## config.mk

```make
export PLATFORM = sky130hd
export DESIGN_NAME = slm_line_sequencer
export DESIGN_NICKNAME = d
export VERILOG_FILES = /design/src/rtl/slm_seq_pkg.sv /design/src/rtl/slm_word_pipe.sv /design/src/rtl/slm_line_sequencer.sv
export SDC_FILE = /design/constraint.sdc
export NUM_CORES = 1
export LEC_CHECK = 0
export CAP_MARGIN = 20
export CORE_MARGIN = 2
export CORE_UTILIZATION = 45
export CTS_BUF_LIST = sky130_fd_sc_hd__clkbuf_8
export DETAILED_ROUTE_END_ITERATION = 6
export GPL_TIMING_DRIVEN = 0
export PLACE_DENSITY = 0.92
export SYNTH_ARGS = -nofsm -noshare
export SYNTH_HDL_FRONTEND = slang
export SYNTH_SLANG_ARGS = --single-unit
export TNS_END_PERCENT = 50
```

## constraint.sdc

```tcl
create_clock -name fpga_clk -period 1.9 [get_ports fpga_clk]
set_input_delay 0.57 -clock fpga_clk [delete_from_list [all_inputs] [get_ports fpga_clk]]
set_output_delay 0.57 -clock fpga_clk [all_outputs]
set_load 0.02 [all_outputs]
```

## src/rtl/slm_seq_pkg.sv

```systemverilog
// slm_seq_pkg: shared types and default constants for the SLM line sequencer.
//   seq_state_t       - sequencer FSM states (also exported on dbg_state)
//   DEF_*             - default parameter values for slm_line_sequencer
//   WCNT_W            - width of the per-line word counter
package slm_seq_pkg;

    typedef enum logic [2:0] {
        IDLE      = 3'd0,
        WAIT_LINE = 3'd1,
        READ_LINE = 3'd2,
        DRAIN     = 3'd3,
        LATCH     = 3'd4,
        NEXT_ROW  = 3'd5
    } seq_state_t;

    localparam int DEF_WORDS_PER_LINE  = 64;
    localparam int DEF_LINES_PER_FRAME = 1024;
    localparam int DEF_WORD_W          = 32;
    localparam int DEF_ROW_W           = 10;

    // Word counter width; covers WORDS_PER_LINE up to 127.
    localparam int WCNT_W = 7;

endpackage

```

## src/rtl/slm_word_pipe.sv

```systemverilog
// slm_word_pipe: one register stage between the input word buffer and the
// SLM shift-register interface.
//   clk, rst_n : clock, asynchronous active-low reset
//   rd_en      : buffer pop strobe issued by the sequencer
//   rd_data    : buffer head word, sampled on the same edge as the pop
//   data       : registered word towards the SLM
//   valid      : rd_en delayed by exactly one cycle, qualifies data
//
// Handshake: the buffer presents its head word on rd_data; a word is
// transferred on every rising edge where rd_en is high. There is no
// backpressure from the SLM side, so valid is a pure one-cycle delay of rd_en.
module slm_word_pipe #(
    parameter int WORD_W = 32
) (
    input  logic              clk,
    input  logic              rst_n,
    input  logic              rd_en,
    input  logic [WORD_W-1:0] rd_data,
    output logic [WORD_W-1:0] data,
    output logic              valid
);

    always_ff @(posedge clk or negedge rst_n) begin
        if (!rst_n) begin
            data  <= '0;
            valid <= 1'b0;
        end else begin
            valid <= rd_en;
            // Hold the last word between pops so slm_data only moves with valid.
            if (rd_en) begin
                data <= rd_data;
            end
        end
    end

endmodule

```

## src/rtl/slm_line_sequencer.sv

```systemverilog
// slm_line_sequencer: moves display data from the input word buffer to the SLM
// row-write interface one line at a time. A frame starts on next_frame_rdy;
// each line starts on line_of_data_available, bursts WORDS_PER_LINE words,
// then pulses the row latch with the row address.
//
// Ports:
//   fpga_clk, reset_n       : clock, asynchronous active-low reset
//   next_frame_rdy          : level, frame may begin (only looked at in IDLE)
//   line_of_data_available  : level, at least one line buffered
//   num_words_in_buffer     : buffer occupancy (used by the underflow guard)
//   buf_rd_data / buf_rd_en : buffer head word / pop strobe
//   slm_data / slm_data_valid : word to SLM and its qualifier (1 cycle after pop)
//   slm_row_addr            : row being written, stable through its strobe
//   slm_row_strobe          : one-cycle row latch pulse after the last word
//   slm_frame_sync          : one-cycle pulse on entering WAIT_LINE for row 0
//   busy                    : high in every state except IDLE
//   underflow_err           : sticky, set by a zero-occupancy cycle in READ_LINE
//   dbg_state               : current FSM state (seq_state_t encoding)
//
// Build option: define SLM_UNDERFLOW_GUARD_EN to gate pops on non-zero
// occupancy and report underflow; otherwise pops are unconditional and
// underflow_err is tied low.
//
// Handshake: buf_rd_en is a pop request with no ready; the buffer must hold at
// least one word whenever buf_rd_en is high (guaranteed by the
// line_of_data_available contract, or by the guard when enabled).
import slm_seq_pkg::*;

module slm_line_sequencer #(
    parameter int WORDS_PER_LINE  = DEF_WORDS_PER_LINE,
    parameter int LINES_PER_FRAME = DEF_LINES_PER_FRAME,
    parameter int WORD_W          = DEF_WORD_W,
    parameter int ROW_W           = DEF_ROW_W
) (
    input  logic              fpga_clk,
    input  logic              reset_n,
    input  logic              next_frame_rdy,
    input  logic              line_of_data_available,
    input  logic [6:0]        num_words_in_buffer,
    input  logic [WORD_W-1:0] buf_rd_data,
    output logic              buf_rd_en,
    output logic [WORD_W-1:0] slm_data,
    output logic              slm_data_valid,
    output logic [ROW_W-1:0]  slm_row_addr,
    output logic              slm_row_strobe,
    output logic              slm_frame_sync,
    output logic              busy,
    output logic              underflow_err,
    output logic [2:0]        dbg_state
);

    localparam logic [WCNT_W-1:0] WORD_LAST = WCNT_W'(WORDS_PER_LINE - 1);
    localparam logic [ROW_W-1:0]  ROW_LAST  = ROW_W'(LINES_PER_FRAME - 1);

    seq_state_t        state_q, state_d;
    logic [WCNT_W-1:0] word_cnt_q, word_cnt_d;
    logic [ROW_W-1:0]  row_q, row_d;
    logic              frame_sync_q, frame_sync_d;
    logic              pop_ok;
    logic              pop;

`ifdef SLM_UNDERFLOW_GUARD_EN
    assign pop_ok = (num_words_in_buffer != 7'd0);
`else
    assign pop_ok = 1'b1;
`endif

    always_ff @(posedge fpga_clk or negedge reset_n) begin
        if (!reset_n) begin
            state_q      <= IDLE;
            word_cnt_q   <= '0;
            row_q        <= '0;
            frame_sync_q <= 1'b0;
        end else begin
            state_q      <= state_d;
            word_cnt_q   <= word_cnt_d;
            row_q        <= row_d;
            frame_sync_q <= frame_sync_d;
        end
    end

    always_comb begin
        state_d      = state_q;
        word_cnt_d   = word_cnt_q;
        row_d        = row_q;
        frame_sync_d = 1'b0;
        pop          = 1'b0;
        case (state_q)
            IDLE: begin
                if (next_frame_rdy) begin
                    state_d      = WAIT_LINE;
                    row_d        = '0;
                    // Registered so the pulse lines up with the first WAIT_LINE cycle.
                    frame_sync_d = 1'b1;
                end
            end
            WAIT_LINE: begin
                if (line_of_data_available) begin
                    state_d    = READ_LINE;
                    word_cnt_d = '0;
                end
            end
            READ_LINE: begin
                // Committed once entered: line_of_data_available is not rechecked.
                pop = pop_ok;
                if (pop) begin
                    word_cnt_d = word_cnt_q + WCNT_W'(1);
                    if (word_cnt_q == WORD_LAST) begin
                        state_d = DRAIN;
                    end
                end
            end
            DRAIN: begin
                // Last word is on slm_data during this cycle.
                state_d = LATCH;
            end
            LATCH: begin
                state_d = NEXT_ROW;
            end
            NEXT_ROW: begin
                // Row advances only after its strobe, keeping slm_row_addr stable.
                if (row_q == ROW_LAST) begin
                    state_d = IDLE;
                end else begin
                    row_d   = row_q + ROW_W'(1);
                    state_d = WAIT_LINE;
                end
            end
            default: begin
                state_d = IDLE;
            end
        endcase
    end

    slm_word_pipe #(
        .WORD_W (WORD_W)
    ) u_word_pipe (
        .clk     (fpga_clk),
        .rst_n   (reset_n),
        .rd_en   (pop),
        .rd_data (buf_rd_data),
        .data    (slm_data),
        .valid   (slm_data_valid)
    );

`ifdef SLM_UNDERFLOW_GUARD_EN
    logic underflow_q;

    always_ff @(posedge fpga_clk or negedge reset_n) begin
        if (!reset_n) begin
            underflow_q <= 1'b0;
        end else if (state_q == READ_LINE && num_words_in_buffer == 7'd0) begin
            underflow_q <= 1'b1;
        end
    end

    assign underflow_err = underflow_q;
`else
    // Occupancy is only needed by the guard.
    logic unused_num_words;
    assign unused_num_words = ^num_words_in_buffer;
    assign underflow_err    = 1'b0;
`endif

    assign buf_rd_en      = pop;
    assign slm_row_addr   = row_q;
    assign slm_row_strobe = (state_q == LATCH);
    assign slm_frame_sync = frame_sync_q;
    assign busy           = (state_q != IDLE);
    assign dbg_state      = state_q;

endmodule
```

==> results of run 1 <==
## cells by family (layout without fill, tap and decap cells)
| family | count (synthesis) | after routing |
|---|---|---|
| and+or+nand+nor | 145 | 145 |
| DFF | 54 | 54 |
| AOI/OAI and AO/OA | 29 | 29 |
| buffers and inverters | 16 | 119 |
| xor gates and xnor gates | 3 | 3 |
| muxes | 3 | 3 |
| adders and majority gates | 2 | 2 |
| other | 1 | 1 |
## final cells by class
type	count	area (sq um)
inverter	4	22.5
tap	70	87.6
clock buffer	6	82.6
buffer	10	70.1
multi-input combinational	183	967
timing repair buffer	98	971
sequential	54	1350
fill	401	1530
clock inverter	1	30.0
## timing repair
action	4_1_cts	5_1_grt
gates resized for setup	40	17
endpoints found under the setup margin	15	11
hold endpoints to repair	0	0
setup buffers	5	7
pin swaps	1	3
## Yosys cell counts, types with 2 or more instances
cell type	number	share of area
nor2b_1	2	0.0053
buf_2	4	0.0084
o21ai_0	5	0.011
o22ai_1	2	0.0053
ha_1	2	0.011
and3_1	2	0.0053
o31ai_1	3	0.0095
nor3_1	6	0.013
nor2_1	5	0.0079
and4_1	2	0.0074
nand4_1	3	0.0079
nand3b_1	3	0.0095
a21o_1	3	0.0095
o211ai_1	3	0.0095
mux2i_1	2	0.0084
buf_4	3	0.0095
nor3b_1	2	0.0063
nand3_2	2	0.0084
o41ai_1	3	0.011
clkbuf_1	4	0.0063
nand3_1	4	0.0084
xor2_1	3	0.011
nand2_1	108	0.17
a21oi_1	6	0.013
dfrtp_1	54	0.57
inv_1	2	0.0032
## per-layer routing
layer,global-route usage,vias to the layer above
met5,0,-
met3,0.0635,4
li1,-,1036
met2,0.368,77
met1,0.248,1038
met4,0.0436,0
## state kept, by name, indices dropped and copies added (netlist names)
signal	count
dbg_state	3
u_word_pipe.valid	1
slm_frame_sync	1
word_cnt_q	7
u_word_pipe.data	32
slm_row_addr	10
## worst min path at each step
stage	startpoint	endpoint	slack, ns	depth (start not counted)
finish	reset_n	slm_row_addr[3]	0.24	1
global placement	u_word_pipe.data[23]	u_word_pipe.data[23]	0.46	2
global route	reset_n	slm_row_addr[7]	0.27	1
floorplan	reset_n	dbg_state[0]	0.27	0
detailed placement	u_word_pipe.data[6]	u_word_pipe.data[6]	0.46	2
CTS	reset_n	slm_row_addr[3]	0.25	1
## power by group through the flow
stage	Clock [mW]	Sequential, mW	Combinational [mW]
2_1_floorplan	0	2.30	0.875
3_3_place_gp	0	1.82	2.46
3_5_place_dp	0	1.84	2.54
4_1_cts	0.798	1.82	2.65
5_1_grt	0.851	1.88	2.98
6_report	0.783	1.82	2.73
## metrics by stage
step,worst slack (ns),hold WS (ns),instances
3_3_place_gp,-1.39,0.457,408
2_1_floorplan,0.0485,0.274,253
3_5_place_dp,-0.585,0.461,409
6_report,-0.0386,0.239,426
5_1_grt,-0.0838,0.266,426
4_1_cts,-0.171,0.248,421
==> results.toml, run 1 <==
[yosys]
synth_area_sq_um = 2380
ys_seq_area_frac = 0.568
synthFlopType = "dfrtp_1"
synth_edf_count = 0
synth_cells = 253
async_flop_share = 1.00
ys_seq_elements = 54
synth_compound_area_frac = 0.0832
yosys.area_share.adder = 0.0105
synthXorXnorAreaFrac = 0.0111
synth.distinct_cells = 41
synthSimpleGateAreaFrac = 0.272
synth_top_family_by_area = "simple AND/OR/NAND/NOR gates"
yosysWarningCount = 0
syn_nets = 298
synthMuxAreaShare = 0.0179
avgSynthCellArea_sq_um = 9.40

[clock_network]
cts.path.max_buffers = 2
cts_root_buf = "clkbuf_8"
numCtsBuffers = 5
ctsHoldBuffers = 0
clkSlewWorstSetupHoldPaths_ns = 0.09
cts-htree-levels = 2
clk_latency_ns = 0.30
clock_sinks = 54
cts_tree = "done"

[worst_setup_path]
rr_endpoint = "slm_row_addr[8]"
startpoint_type = "flip-flop"
max_stage_delay_ns = 0.45
path_cells = "or3b_4 -> inv_8 -> buf_6"
rrSetupSlack_ns = 0.17
slowest_stage = "or3b_4"
worstSetupPathType = "reg2out"
cp_max_fo = 5
cp_num_buf_inv = 2
cp-endpoint = "buf_rd_en"
crit_cells = 3
arrival_ns = 1.37
r2r_start = "dbg_state[1]"
path_delay_family = "simple AND/OR/NAND/NOR gates"
r2r_cells = 7
crit_start = "dbg_state[2]"
crit_required_ns = 1.33
end_kind = "primary output"

[run_status]
violations = "negative setup slack"
status = "complete, but fails checks"

[finish]
finish.utilization = 0.701
final_cell_mix = "nand2_1, clkdlybuf4s50_1, dfrtp_1"
nets = 401
num_antenna_cells = 0
stdcell_area_sq_um = 3580
synthToLayoutAreaGrowth_pct = 50.7
layout-drive-gt1-share = 0.118
final_common_cell = "nand2_1"

[detailed_routing]
drc_errors = 0
dr.pass1.iters = 4
wl_met3_microns = 383
drt-met1-wl_mm = 2.40
wl_per_cell_microns = 13.7
drt-total-wl_mm = 5.82
topRoutingLayerUsed = "met4"
initialDrtViolationCount = 90
ant_nets = 0
wl_met2_mm = 3.02
vias = 2155
vias_per_cell = 5.06

[timing]
period_share = 1.02
grt_setup_unrepaired = "yes"
setup_viol = 1
max_freq_mhz = 516
layout_setup_ws_ns = -0.0386
max_slew.worst_pin.slew_ns = 0.531
hold_viol = 0
relSlewSlack = 0.646
min_period_ns = 1.94
finClkSkew_ns = 0.00429
fin_tns_setup_ns = -0.0386
slew_violations = 0

[global_routing]
grtUsageTotal = 0.207
grt_pass1_wl_mm = 9.94
grt_pass1_vias = 2197
antenna_found_initial = 0
grt_overflow = 0
grt_max_degree = 34

[floorplanning]
die_h_microns = 76.7
core_area_sq_um = 5110
die_w_microns = 76.7
start_util = 0.465
num_rows = 26
pin_count = 94
dieArea_sq_um = 5880

[placement]
dpl-instance-area_sq_um = 3330
gp_congestion = 0.900
numPortBuffers = 85
post-dp-hpwl_mm = 4.15

[power_and_ir_drop]
p_int_mw = 3.26
power_mw = 5.33
leakage_nw = 1.83
switchingPower_mw = 2.08
ir_drop_mv = 0.913
power.share.clock = 0.147
swShare = 0.389
share_seq_of_total_power = 0.340
p_comb_frac = 0.513
power.density_nw_per_um2 = 1490

[flow_run]
max_cap_viol_count = 0

[worst_hold_path]
hp-class = "in2async"
Note: power is estimated with default switching activity, not from simulation.
==> run 2: changes to the inputs <==
--- a/config.mk
+++ b/config.mk
@@ -5,7 +5,6 @@
 export SDC_FILE = /design/constraint.sdc
 export NUM_CORES = 1
 export LEC_CHECK = 0
-export CAP_MARGIN = 20
 export CORE_MARGIN = 2
 export CORE_UTILIZATION = 45
 export CTS_BUF_LIST = sky130_fd_sc_hd__clkbuf_8
==> results.toml, run 2 (synthesis gave the netlist of run 1 again) <==
[detailed_routing]
dr.pass1.iters = 4
drt-total-wl_mm = 5.82
initialDrtViolationCount = 90
ant_nets = 0
wl_per_cell_microns = 13.7
vias = 2155
drc_errors = 0
vias_per_cell = 5.06

[timing]
relSlewSlack = 0.646
slew_violations = 0
max_slew.worst_pin.slew_ns = 0.531
hold_viol = 0
layout_setup_ws_ns = -0.0386
grt_setup_unrepaired = "yes"
period_share = 1.02
min_period_ns = 1.94
setup_viol = 1
hold_slack_ns = 0.239
finClkSkew_ns = 0.00429
max_freq_mhz = 516

[power_and_ir_drop]
power.density_nw_per_um2 = 1490
power.share.clock = 0.147
leakage_nw = 1.83
power_mw = 5.33
ir_drop_mv = 0.913
p_int_mw = 3.26
p_comb_frac = 0.513
share_seq_of_total_power = 0.340
swShare = 0.389
switchingPower_mw = 2.08

[global_routing]
grt_overflow = 0
grt_pass1_wl_mm = 9.94
grt_max_degree = 34
antenna_found_initial = 0
grtUsageTotal = 0.207
grt_pass1_vias = 2197

[floorplanning]
start_util = 0.465
dieArea_sq_um = 5880
die_w_microns = 76.7
core_area_sq_um = 5110
die_h_microns = 76.7
pin_count = 94
num_rows = 26

[worst_setup_path]
max_stage_delay_ns = 0.45
path_cells = "or3b_4 -> inv_8 -> buf_6"
rrSetupSlack_ns = 0.17
rr_endpoint = "slm_row_addr[8]"
crit_required_ns = 1.33
worstSetupPathType = "reg2out"
crit_start = "dbg_state[2]"
end_kind = "primary output"
cp_max_fo = 5
r2r_start = "dbg_state[1]"
cp-endpoint = "buf_rd_en"
r2r_cells = 7
slowest_stage = "or3b_4"
arrival_ns = 1.37
startpoint_type = "flip-flop"

[flow_run]
max_cap_viol_count = 0

[clock_network]
clock_sinks = 54
cts.path.max_buffers = 2
cts_tree = "done"
numCtsBuffers = 5
cts_root_buf = "clkbuf_8"
clkSlewWorstSetupHoldPaths_ns = 0.09
clk_latency_ns = 0.30
cts-htree-levels = 2

[finish]
layout-drive-gt1-share = 0.118
synthToLayoutAreaGrowth_pct = 50.7
regMostFlops = "u_word_pipe.data"
largest_reg_flops = 32
final_common_cell = "nand2_1"
final_cell_mix = "nand2_1, clkdlybuf4s50_1, dfrtp_1"
num_antenna_cells = 0
nets = 401

[run_status]
status = "complete, but fails checks"
violations = "negative setup slack"

[placement]
gp_congestion = 0.900
post-dp-hpwl_mm = 4.15
numPortBuffers = 85

[worst_hold_path]
hp-class = "in2async"
==> run 2: area by class of cell <==
cell class                 count  area, sq um
fill                         401         1530
sequential                    54         1350
timing repair buffer          98          971
multi-input combinational    183          967
tap                           70         87.6
clock buffer                   6         82.6
buffer                        10         70.1
clock inverter                 1         30.0
inverter                       4         22.5
==> run 2: metal layers <==
layer / global-route usage / share of wire / vias up / wire length [microns]
li1: - / - / 1036 / -
met4: 0.0436 / 0.0034 / 0 / 20
met1: 0.248 / 0.41 / 1038 / 2400
met3: 0.0635 / 0.066 / 4 / 383
met5: 0 / 0 / - / 0
met2: 0.368 / 0.52 / 77 / 3020
==> run 2: critical path: cells and delay by family, from the launching register on <==
kind | cells | cell delay (ns)
buf+inv | 2 | 0.20
flops | 1 | 0.42
simple gates | 1 | 0.45
==> run 2: per-stage QoR <==
| stage | worst slack [ns] | area [sq um] | std cells | utilization | TNS (ns) |
|---|---|---|---|---|---|
| after floorplan | 0.0485 | 2380 | 253 | - | 0 |
| after global placement | -1.39 | 3320 | 408 | 0.649 | -75.92 |
| after detailed placement | -0.585 | 3330 | 409 | 0.652 | -0.980 |
| after CTS | -0.171 | 3500 | 421 | 0.686 | -0.185 |
| after global routing | -0.0838 | 3580 | 426 | 0.701 | -0.166 |
| final | -0.0386 | 3580 | 426 | 0.701 | -0.0386 |
==> run 2: worst min-delay path by stage <==
stage                         start                   end  depth (start not counted)
6_report                    reset_n       slm_row_addr[3]                          1
5_1_grt                     reset_n       slm_row_addr[7]                          1
4_1_cts                     reset_n       slm_row_addr[3]                          1
3_5_place_dp    u_word_pipe.data[6]   u_word_pipe.data[6]                          2
3_3_place_gp   u_word_pipe.data[23]  u_word_pipe.data[23]                          2
2_1_floorplan               reset_n          dbg_state[0]                          0
==> run 2: power by group through the flow <==
stage,Clock [mW],Combinational [mW],Sequential [mW]
6_report,0.783,2.73,1.82
3_3_place_gp,0,2.46,1.82
4_1_cts,0.798,2.65,1.82
2_1_floorplan,0,0.875,2.30
3_5_place_dp,0,2.54,1.84
5_1_grt,0.851,2.98,1.88
==> run 2: what timing repair did <==
action / 4_1_cts / 5_1_grt
buffers inserted: 5 / 7
pin swaps: 1 / 3
endpoints found under the setup margin: 15 / 11
gates resized for setup: 40 / 17
hold buffers: 0 / 0
